==> config.mk <==
export PLATFORM = sky130hd
export DESIGN_NAME = pc_sequencer_flat
export DESIGN_NICKNAME = d
export VERILOG_FILES = /design/src/rtl/pc_sequencer_if.sv /design/src/rtl/pc_sequencer.sv /design/src/flat_wrapper.sv
export SDC_FILE = /design/constraint.sdc
export NUM_CORES = 1
export LEC_CHECK = 0
export BUFFER_PORTS_ARGS = -buffer_cell sky130_fd_sc_hd__buf_4
export CELL_PAD_IN_SITES_DETAIL_PLACEMENT = 1
export CELL_PAD_IN_SITES_GLOBAL_PLACEMENT = 1
export CORE_UTILIZATION = 29
export DETAILED_ROUTE_END_ITERATION = 7
export PLACE_DENSITY_LB_ADDON = 0.12
export RECOVER_POWER = 100
export SLEW_MARGIN = 0
export SYNTH_ARGS = -nofsm -noshare
export SYNTH_HDL_FRONTEND = slang
export SYNTH_SLANG_ARGS = --single-unit
export TNS_END_PERCENT = 5
==> constraint.sdc <==
create_clock -name clk -period 2.25 [get_ports clk]
set_input_delay 0.225 -clock clk [delete_from_list [all_inputs] [get_ports clk]]
set_output_delay 0.225 -clock clk [all_outputs]
set_load 0.05 [all_outputs]
==> src/rtl/pc_sequencer_if.sv <==
// Bus bundle for pc_sequencer: control/target inputs from the fetch stage
// and the PC / return-address-stack status outputs.
// Module header note: the RAS outputs are only live when the sequencer is
// built with PC_SEQUENCER_RAS_EN; otherwise they read as constants.
interface pc_sequencer_if #(
  parameter int WIDTH = 32
);
  logic             stall;
  logic [1:0]       jump;
  logic [31:0]      instruction;
  logic [WIDTH-1:0] j_Reg;
  logic [WIDTH-1:0] branch_Destiny;
  logic             branch_Result;
  logic             link;
  logic             ret;

  logic [WIDTH-1:0] PC;
  logic [WIDTH-1:0] next_PC;
  logic [WIDTH-1:0] jump_Result;
  logic             ras_hit;
  logic             ras_empty;
  logic             ras_full;
  logic [15:0]      ras_miss_count;

  modport master (
    output stall, jump, instruction, j_Reg, branch_Destiny, branch_Result, link, ret,
    input  PC, next_PC, jump_Result, ras_hit, ras_empty, ras_full, ras_miss_count
  );

  modport slave (
    input  stall, jump, instruction, j_Reg, branch_Destiny, branch_Result, link, ret,
    output PC, next_PC, jump_Result, ras_hit, ras_empty, ras_full, ras_miss_count
  );
endinterface

==> src/rtl/pc_sequencer.sv <==
// Program-counter sequencer with an optional advisory return-address stack.
// Optional feature macro: PC_SEQUENCER_RAS_EN builds in the RAS storage,
// ras_hit and the saturating mispredicted-return counter. Without it the
// RAS outputs are tied off and link/ret are ignored; PC behaviour is the same.
module pc_sequencer #(
  parameter int               WIDTH     = 32,
  parameter int               RAS_DEPTH = 4,
  parameter logic [WIDTH-1:0] RESET_PC  = '0
) (
  input  logic          clk,
  input  logic          reset,
  pc_sequencer_if.slave bus
);

  logic [WIDTH-1:0] pc_q;
  logic [WIDTH-1:0] next_pc;
  logic [WIDTH-1:0] abs_target;
  logic [WIDTH-1:0] jump_target;

  assign next_pc = pc_q + WIDTH'(4);

  // Absolute jump keeps the region bits of PC+4, zero fill above the word index.
  always_comb begin
    abs_target                = '0;
    abs_target[27:0]          = {bus.instruction[25:0], 2'b00};
    abs_target[WIDTH-1 -: 4]  = next_pc[WIDTH-1 -: 4];
  end

  // Next-PC selection from the jump code.
  always_comb begin
    jump_target = next_pc;
    case (bus.jump)
      2'b01:   jump_target = abs_target;
      2'b10:   jump_target = bus.j_Reg;
      2'b11:   jump_target = bus.branch_Result ? bus.branch_Destiny : next_pc;
      default: jump_target = next_pc;
    endcase
  end

  // PC register; reset wins over stall.
  always_ff @(posedge clk) begin
    if (reset)
      pc_q <= RESET_PC;
    else if (!bus.stall)
      pc_q <= jump_target;
  end

  assign bus.PC          = pc_q;
  assign bus.next_PC     = next_pc;
  assign bus.jump_Result = jump_target;

`ifdef PC_SEQUENCER_RAS_EN
  localparam int              PTR_W    = $clog2(RAS_DEPTH);
  localparam logic [PTR_W:0]  FULL_CNT = (PTR_W+1)'(RAS_DEPTH);

  logic [WIDTH-1:0] ras_mem [RAS_DEPTH];
  logic [PTR_W-1:0] top_q;
  logic [PTR_W-1:0] wr_ptr;
  logic [PTR_W:0]   cnt_q;
  logic [15:0]      miss_q;
  logic             is_ret;
  logic             empty;
  logic             full;
  logic             hit;
  logic             push;
  logic             pop;
  logic             unused_bits;

  assign is_ret = (bus.jump == 2'b10) && bus.ret;
  assign empty  = (cnt_q == '0);
  assign full   = (cnt_q == FULL_CNT);
  assign hit    = is_ret && !empty && (ras_mem[top_q] == bus.j_Reg);
  assign pop    = !bus.stall && is_ret && !empty;
  assign push   = !bus.stall && bus.link;
  // A simultaneous pop and push overwrites the current top in place.
  assign wr_ptr = pop ? top_q : top_q + 1'b1;

  // Top pointer and occupancy; a push while full wraps onto the oldest slot.
  always_ff @(posedge clk) begin
    if (reset) begin
      top_q <= '0;
      cnt_q <= '0;
    end else if (push && !pop) begin
      top_q <= top_q + 1'b1;
      if (!full)
        cnt_q <= cnt_q + 1'b1;
    end else if (pop && !push) begin
      top_q <= top_q - 1'b1;
      cnt_q <= cnt_q - 1'b1;
    end
  end

  // Entry storage; contents are stale after reset but unreachable until pushed.
  always_ff @(posedge clk) begin
    if (push)
      ras_mem[wr_ptr] <= next_pc;
  end

  // Saturating count of returns the stack failed to predict.
  always_ff @(posedge clk) begin
    if (reset)
      miss_q <= '0;
    else if (!bus.stall && is_ret && !hit && (miss_q != 16'hFFFF))
      miss_q <= miss_q + 16'd1;
  end

  assign bus.ras_hit        = hit;
  assign bus.ras_empty      = empty;
  assign bus.ras_full       = full;
  assign bus.ras_miss_count = miss_q;
  assign unused_bits        = ^bus.instruction[31:26];
`else
  logic unused_bits;

  assign bus.ras_hit        = 1'b0;
  assign bus.ras_empty      = 1'b1;
  assign bus.ras_full       = 1'b0;
  assign bus.ras_miss_count = 16'd0;
  assign unused_bits        = ^{bus.instruction[31:26], bus.link, bus.ret};
`endif

endmodule

==> src/flat_wrapper.sv <==
// flat-port wrapper written by rule: the top's interface ports become plain ports
module pc_sequencer_flat 
#(
  parameter int               WIDTH     = 32,
  parameter int               RAS_DEPTH = 4,
  parameter logic [WIDTH-1:0] RESET_PC  = '0
)
  (clk, reset, bus_stall, bus_jump, bus_instruction, bus_j_Reg, bus_branch_Destiny, bus_branch_Result, bus_link, bus_ret, bus_PC, bus_next_PC, bus_jump_Result, bus_ras_hit, bus_ras_empty, bus_ras_full, bus_ras_miss_count);
  pc_sequencer_if #(.WIDTH(WIDTH)) bus_i ();
  input  logic clk;
  input  logic reset;
  input wire logic [$bits(bus_i.stall)-1:0] bus_stall;
  input wire logic [$bits(bus_i.jump)-1:0] bus_jump;
  input wire logic [$bits(bus_i.instruction)-1:0] bus_instruction;
  input wire logic [$bits(bus_i.j_Reg)-1:0] bus_j_Reg;
  input wire logic [$bits(bus_i.branch_Destiny)-1:0] bus_branch_Destiny;
  input wire logic [$bits(bus_i.branch_Result)-1:0] bus_branch_Result;
  input wire logic [$bits(bus_i.link)-1:0] bus_link;
  input wire logic [$bits(bus_i.ret)-1:0] bus_ret;
  output wire logic [$bits(bus_i.PC)-1:0] bus_PC;
  output wire logic [$bits(bus_i.next_PC)-1:0] bus_next_PC;
  output wire logic [$bits(bus_i.jump_Result)-1:0] bus_jump_Result;
  output wire logic [$bits(bus_i.ras_hit)-1:0] bus_ras_hit;
  output wire logic [$bits(bus_i.ras_empty)-1:0] bus_ras_empty;
  output wire logic [$bits(bus_i.ras_full)-1:0] bus_ras_full;
  output wire logic [$bits(bus_i.ras_miss_count)-1:0] bus_ras_miss_count;
  assign bus_i.stall = bus_stall;
  assign bus_i.jump = bus_jump;
  assign bus_i.instruction = bus_instruction;
  assign bus_i.j_Reg = bus_j_Reg;
  assign bus_i.branch_Destiny = bus_branch_Destiny;
  assign bus_i.branch_Result = bus_branch_Result;
  assign bus_i.link = bus_link;
  assign bus_i.ret = bus_ret;
  assign bus_PC = bus_i.PC;
  assign bus_next_PC = bus_i.next_PC;
  assign bus_jump_Result = bus_i.jump_Result;
  assign bus_ras_hit = bus_i.ras_hit;
  assign bus_ras_empty = bus_i.ras_empty;
  assign bus_ras_full = bus_i.ras_full;
  assign bus_ras_miss_count = bus_i.ras_miss_count;
  pc_sequencer #(.WIDTH(WIDTH), .RAS_DEPTH(RAS_DEPTH), .RESET_PC(RESET_PC)) u_core (.clk(clk), .reset(reset), .bus(bus_i));
endmodule
==> metrics <==
area of the die=between 0.01 and 0.015 mm^2; highest attainable clock frequency=406.6 MHz; I/O pins=~220; Synth Flop Type=sky130_fd_sc_hd__dfxtp_1; first-pass detailed-route iteration total=5; Die Height=about 110 um; Worst Setup End Kind=output pin; post-route clock skew=5.941 ps; number of buffers created by CTS=5; maximum clock insertion buffer count=2; ANT nets after route=0; critical-path maximum fanout=4; final-layout fill cell count=1399; delay contributed by the slowest stage of the critical path=~380 ps; number of core rows=39; cell with the largest stage delay on the worst path=sky130_fd_sc_hd__dfxtp_4; Diodes inserted=0; met1 track utilization from global routing=~36%; most frequent standard cell in the layout excluding fill and tap cells=sky130_fd_sc_hd__buf_4; crit path setup slack, layout=-209.6 ps; Leakage=around 2.7 nW; slew at the pin closest to its max-slew limit=807.5 ps; minimum clock period=~2500 ps; arrival time reported for the critical path endpoint=~2200 ps; met2 Resource Use GR=48.49%; Net count, final=810; Inst Count DP=between 800 and 900; clock transition at the registers of the reported paths=~50 ps; clock latency on the worst-skew pair=approximately 280 ps; number of synthesized flops with an enable pin=0; Cell Count, Final, Fillers Out=about 850; first-pass GRT wire length=27090 um; number of buffers added to fix hold violations after cts=0; worst path required time=between 2000 and 2500 ps; count of routing violations after the opening detailed-route iteration=approximately 330; Ys Warns=0; Tightest Hold Check Type=input port to flop; area growth from synthesis to layout=74.47%; largest net degree at the start of global routing=34; worst IR drop on VDD=approximately 0.28 mV; sequential standard cell area=711.9 um^2; via count of the first global-routing pass=about 5000; count of distinct cell types in the synthesized netlist=between 60 and 70; status=finished with violations; clock root cell=sky130_fd_sc_hd__clkbuf_16; crit share post-route=109.3%; via count of the routed design=4724; sequential area share after synthesis=18.75%; post-synthesis sequential element count=32; final hold violation count=0; GRT overflow=0; total routed wirelength=approximately 18000 um; RePlAce Congestion=0.8655; DP Wirelength=around 13000 um; max-cap check violation count=0; cell area after technology mapping=roughly 0.0034 mm^2; routed vias/inst=approximately 5.6; P per Cell Area=roughly 500 mW/mm^2; cell breakdown of the critical path=nand4_1, nor4_4, buf_6, buf_4, nand4_1, xnor2_4, o21a_2, buf_6; IO Port Bufs=between 150 and 200; endpoints failing setup=22; core region area=between 0.01 and 0.015 mm^2; x dimension of the die=between 100 and 150 um; RSZ-0062 raised after global routing=true; multi-input combinational cell area=~0.0030 mm^2; met3 usage in global routing=between 4 and 5%; worst slew margin relative to its limit=46.10%; average cell area after synthesis=7.072 um^2; H-tree lvl count=2; commonest cells after routing, fill and taps aside=sky130_fd_sc_hd__buf_4, sky130_fd_sc_hd__nand2_1, sky130_fd_sc_hd__clkbuf_1; GRT Resource Usage Total=between 20 and 30%; routing layer with the top usage in global route=met2; post-detailed-route DRC marker count=0; violated checks=setup timing; number of antenna violations at the first check in global routing=0; Largest register FFs=32; async set-or-reset flop fraction in the synthesized netlist=0%; number of instances in the synthesized netlist=between 400 and 500; Initial Util=29.79%; Max Slew Vio Count=0; clock tree from TritonCTS=yes; power consumption=roughly 0.0030 W; share of post-route cells with drive strength above 1=46.38%; routed length per instance=20.65 um; critical setup path kind=flop to output pin; Clock Sink Count=32; CP startpoint kind=flop
==> final cells by class <==
cell class	instances	share of cell area, %
clock buffer	7	2.225
tap	143	3.002
multi-input combinational	384	49.59
sequential	32	11.95
timing repair buffer	256	31.58
inverter	25	1.575
clock inverter	1	0.08398
==> stage by stage <==
| step | utilization [%] | setup slack (ps) | cell area [um^2] | hold WS [ps] | setup TNS, ps |
|---|---|---|---|---|---|
| 2_1_floorplan | - | -363.1 | 3881 | 383.6 | -5885 |
| 3_3_place_gp | 48.55 | -8.009 | 5568 | 504.2 | -8.009 |
| 3_5_place_dp | 48.55 | -41.24 | 5568 | 526.1 | -73.57 |
| 4_1_cts | 51.16 | -280.7 | 5867 | 310.1 | -3215 |
| 5_1_grt | 51.97 | -283.4 | 5959 | 330.8 | -5108 |
| 6_report | 51.97 | -209.6 | 5959 | 314.8 | -2206 |
==> logic make-up after synthesis <==
| logic type | after synthesis | synth area share, % |
|---|---|---|
| other | 2 | 0.2199 |
| AOI/OAI and AO/OA | 168 | 34.58 |
| muxes | 6 | 2.161 |
| adders and majority gates | 2 | 0.7325 |
| DFF | 32 | 18.75 |
| and+or+nand+nor | 161 | 24.69 |
| xor gates and xnor gates | 28 | 7.179 |
| buffers and inverters | 84 | 11.68 |
==> metal layers <==
layer  wire [um]  part of all wire, %
met5           0                    0
met4          97                 0.55
met3         975                  5.6
met2        8851                   51
met1        7591                   43
==> worst max-delay path: cells and delay by family, from the launching register on <==
family	cells	cell delay [ps]
and+or+nand+nor	3	690
buffers and inverters	3	450
DFF	1	380
xor gates and xnor gates	1	220
AOI/OAI and AO/OA	1	220
==> power by group <==
part,internal (W),switching (W),total [W]
clock network,0.000409,0.000255,0.000664
registers,0.000607,0.0000647,0.000671
logic,0.000563,0.00108,0.00164
total,0.00158,0.00140,0.00298
==> final timing paths <==
check	start	endpoint	slack (ps)	cells after the start
setup / recovery	u_core.bus.PC[7]$_SDFFE_PP0N_	bus_jump_Result[27]	-210	8
hold / removal	bus_stall	u_core.bus.PC[14]$_SDFFE_PP0N_	310	3
setup reg to reg	u_core.bus.PC[7]$_SDFFE_PP0N_	u_core.bus.PC[27]$_SDFFE_PP0N_	90	9
hold reg to reg	u_core.bus.PC[19]$_SDFFE_PP0N_	u_core.bus.PC[19]$_SDFFE_PP0N_	540	2
==> cells in the mapped netlist (3+ instances only) <==
master	number	share of area (%)
sky130_fd_sc_hd__nand3_1	12	1.8
sky130_fd_sc_hd__xor2_1	10	2.6
sky130_fd_sc_hd__nand2_1	52	5.7
sky130_fd_sc_hd__inv_1	24	2.6
sky130_fd_sc_hd__xnor2_1	18	4.6
sky130_fd_sc_hd__a21o_1	12	2.6
sky130_fd_sc_hd__o21ai_0	20	2.9
sky130_fd_sc_hd__nor3_1	10	1.5
sky130_fd_sc_hd__o32ai_1	5	1.3
sky130_fd_sc_hd__nor4_1	3	0.55
sky130_fd_sc_hd__a2bb2oi_1	7	1.8
sky130_fd_sc_hd__mux2i_1	4	1.2
sky130_fd_sc_hd__o22a_1	4	1.0
sky130_fd_sc_hd__nand4_1	13	2.4
sky130_fd_sc_hd__dfxtp_1	32	19
sky130_fd_sc_hd__buf_4	21	4.6
sky130_fd_sc_hd__a22o_1	10	2.6
sky130_fd_sc_hd__a22oi_1	9	2.0
sky130_fd_sc_hd__a31oi_1	3	0.55
sky130_fd_sc_hd__nor2_1	37	4.1
sky130_fd_sc_hd__a21oi_1	36	5.3
sky130_fd_sc_hd__buf_1	4	0.44
sky130_fd_sc_hd__nand2b_1	9	1.6
sky130_fd_sc_hd__o22ai_1	22	4.0
sky130_fd_sc_hd__nor2b_1	5	0.92
sky130_fd_sc_hd__a211oi_1	8	1.8
sky130_fd_sc_hd__clkbuf_1	30	3.3
sky130_fd_sc_hd__o221a_2	3	0.99
sky130_fd_sc_hd__o21a_1	3	0.66
sky130_fd_sc_hd__a222oi_1	5	1.5
sky130_fd_sc_hd__o2bb2ai_1	5	1.3
sky130_fd_sc_hd__buf_2	3	0.44
sky130_fd_sc_hd__a211o_1	3	0.77
==> timing repair <==
item                                    in CTS  in global routing
resized for setup                           27                 33
buffers inserted                             6                  7
gates cloned                                 0                  0
pin swaps                                   13                 19
endpoints found under the setup margin      28                 36
Power figures use the tool's default switching activity.
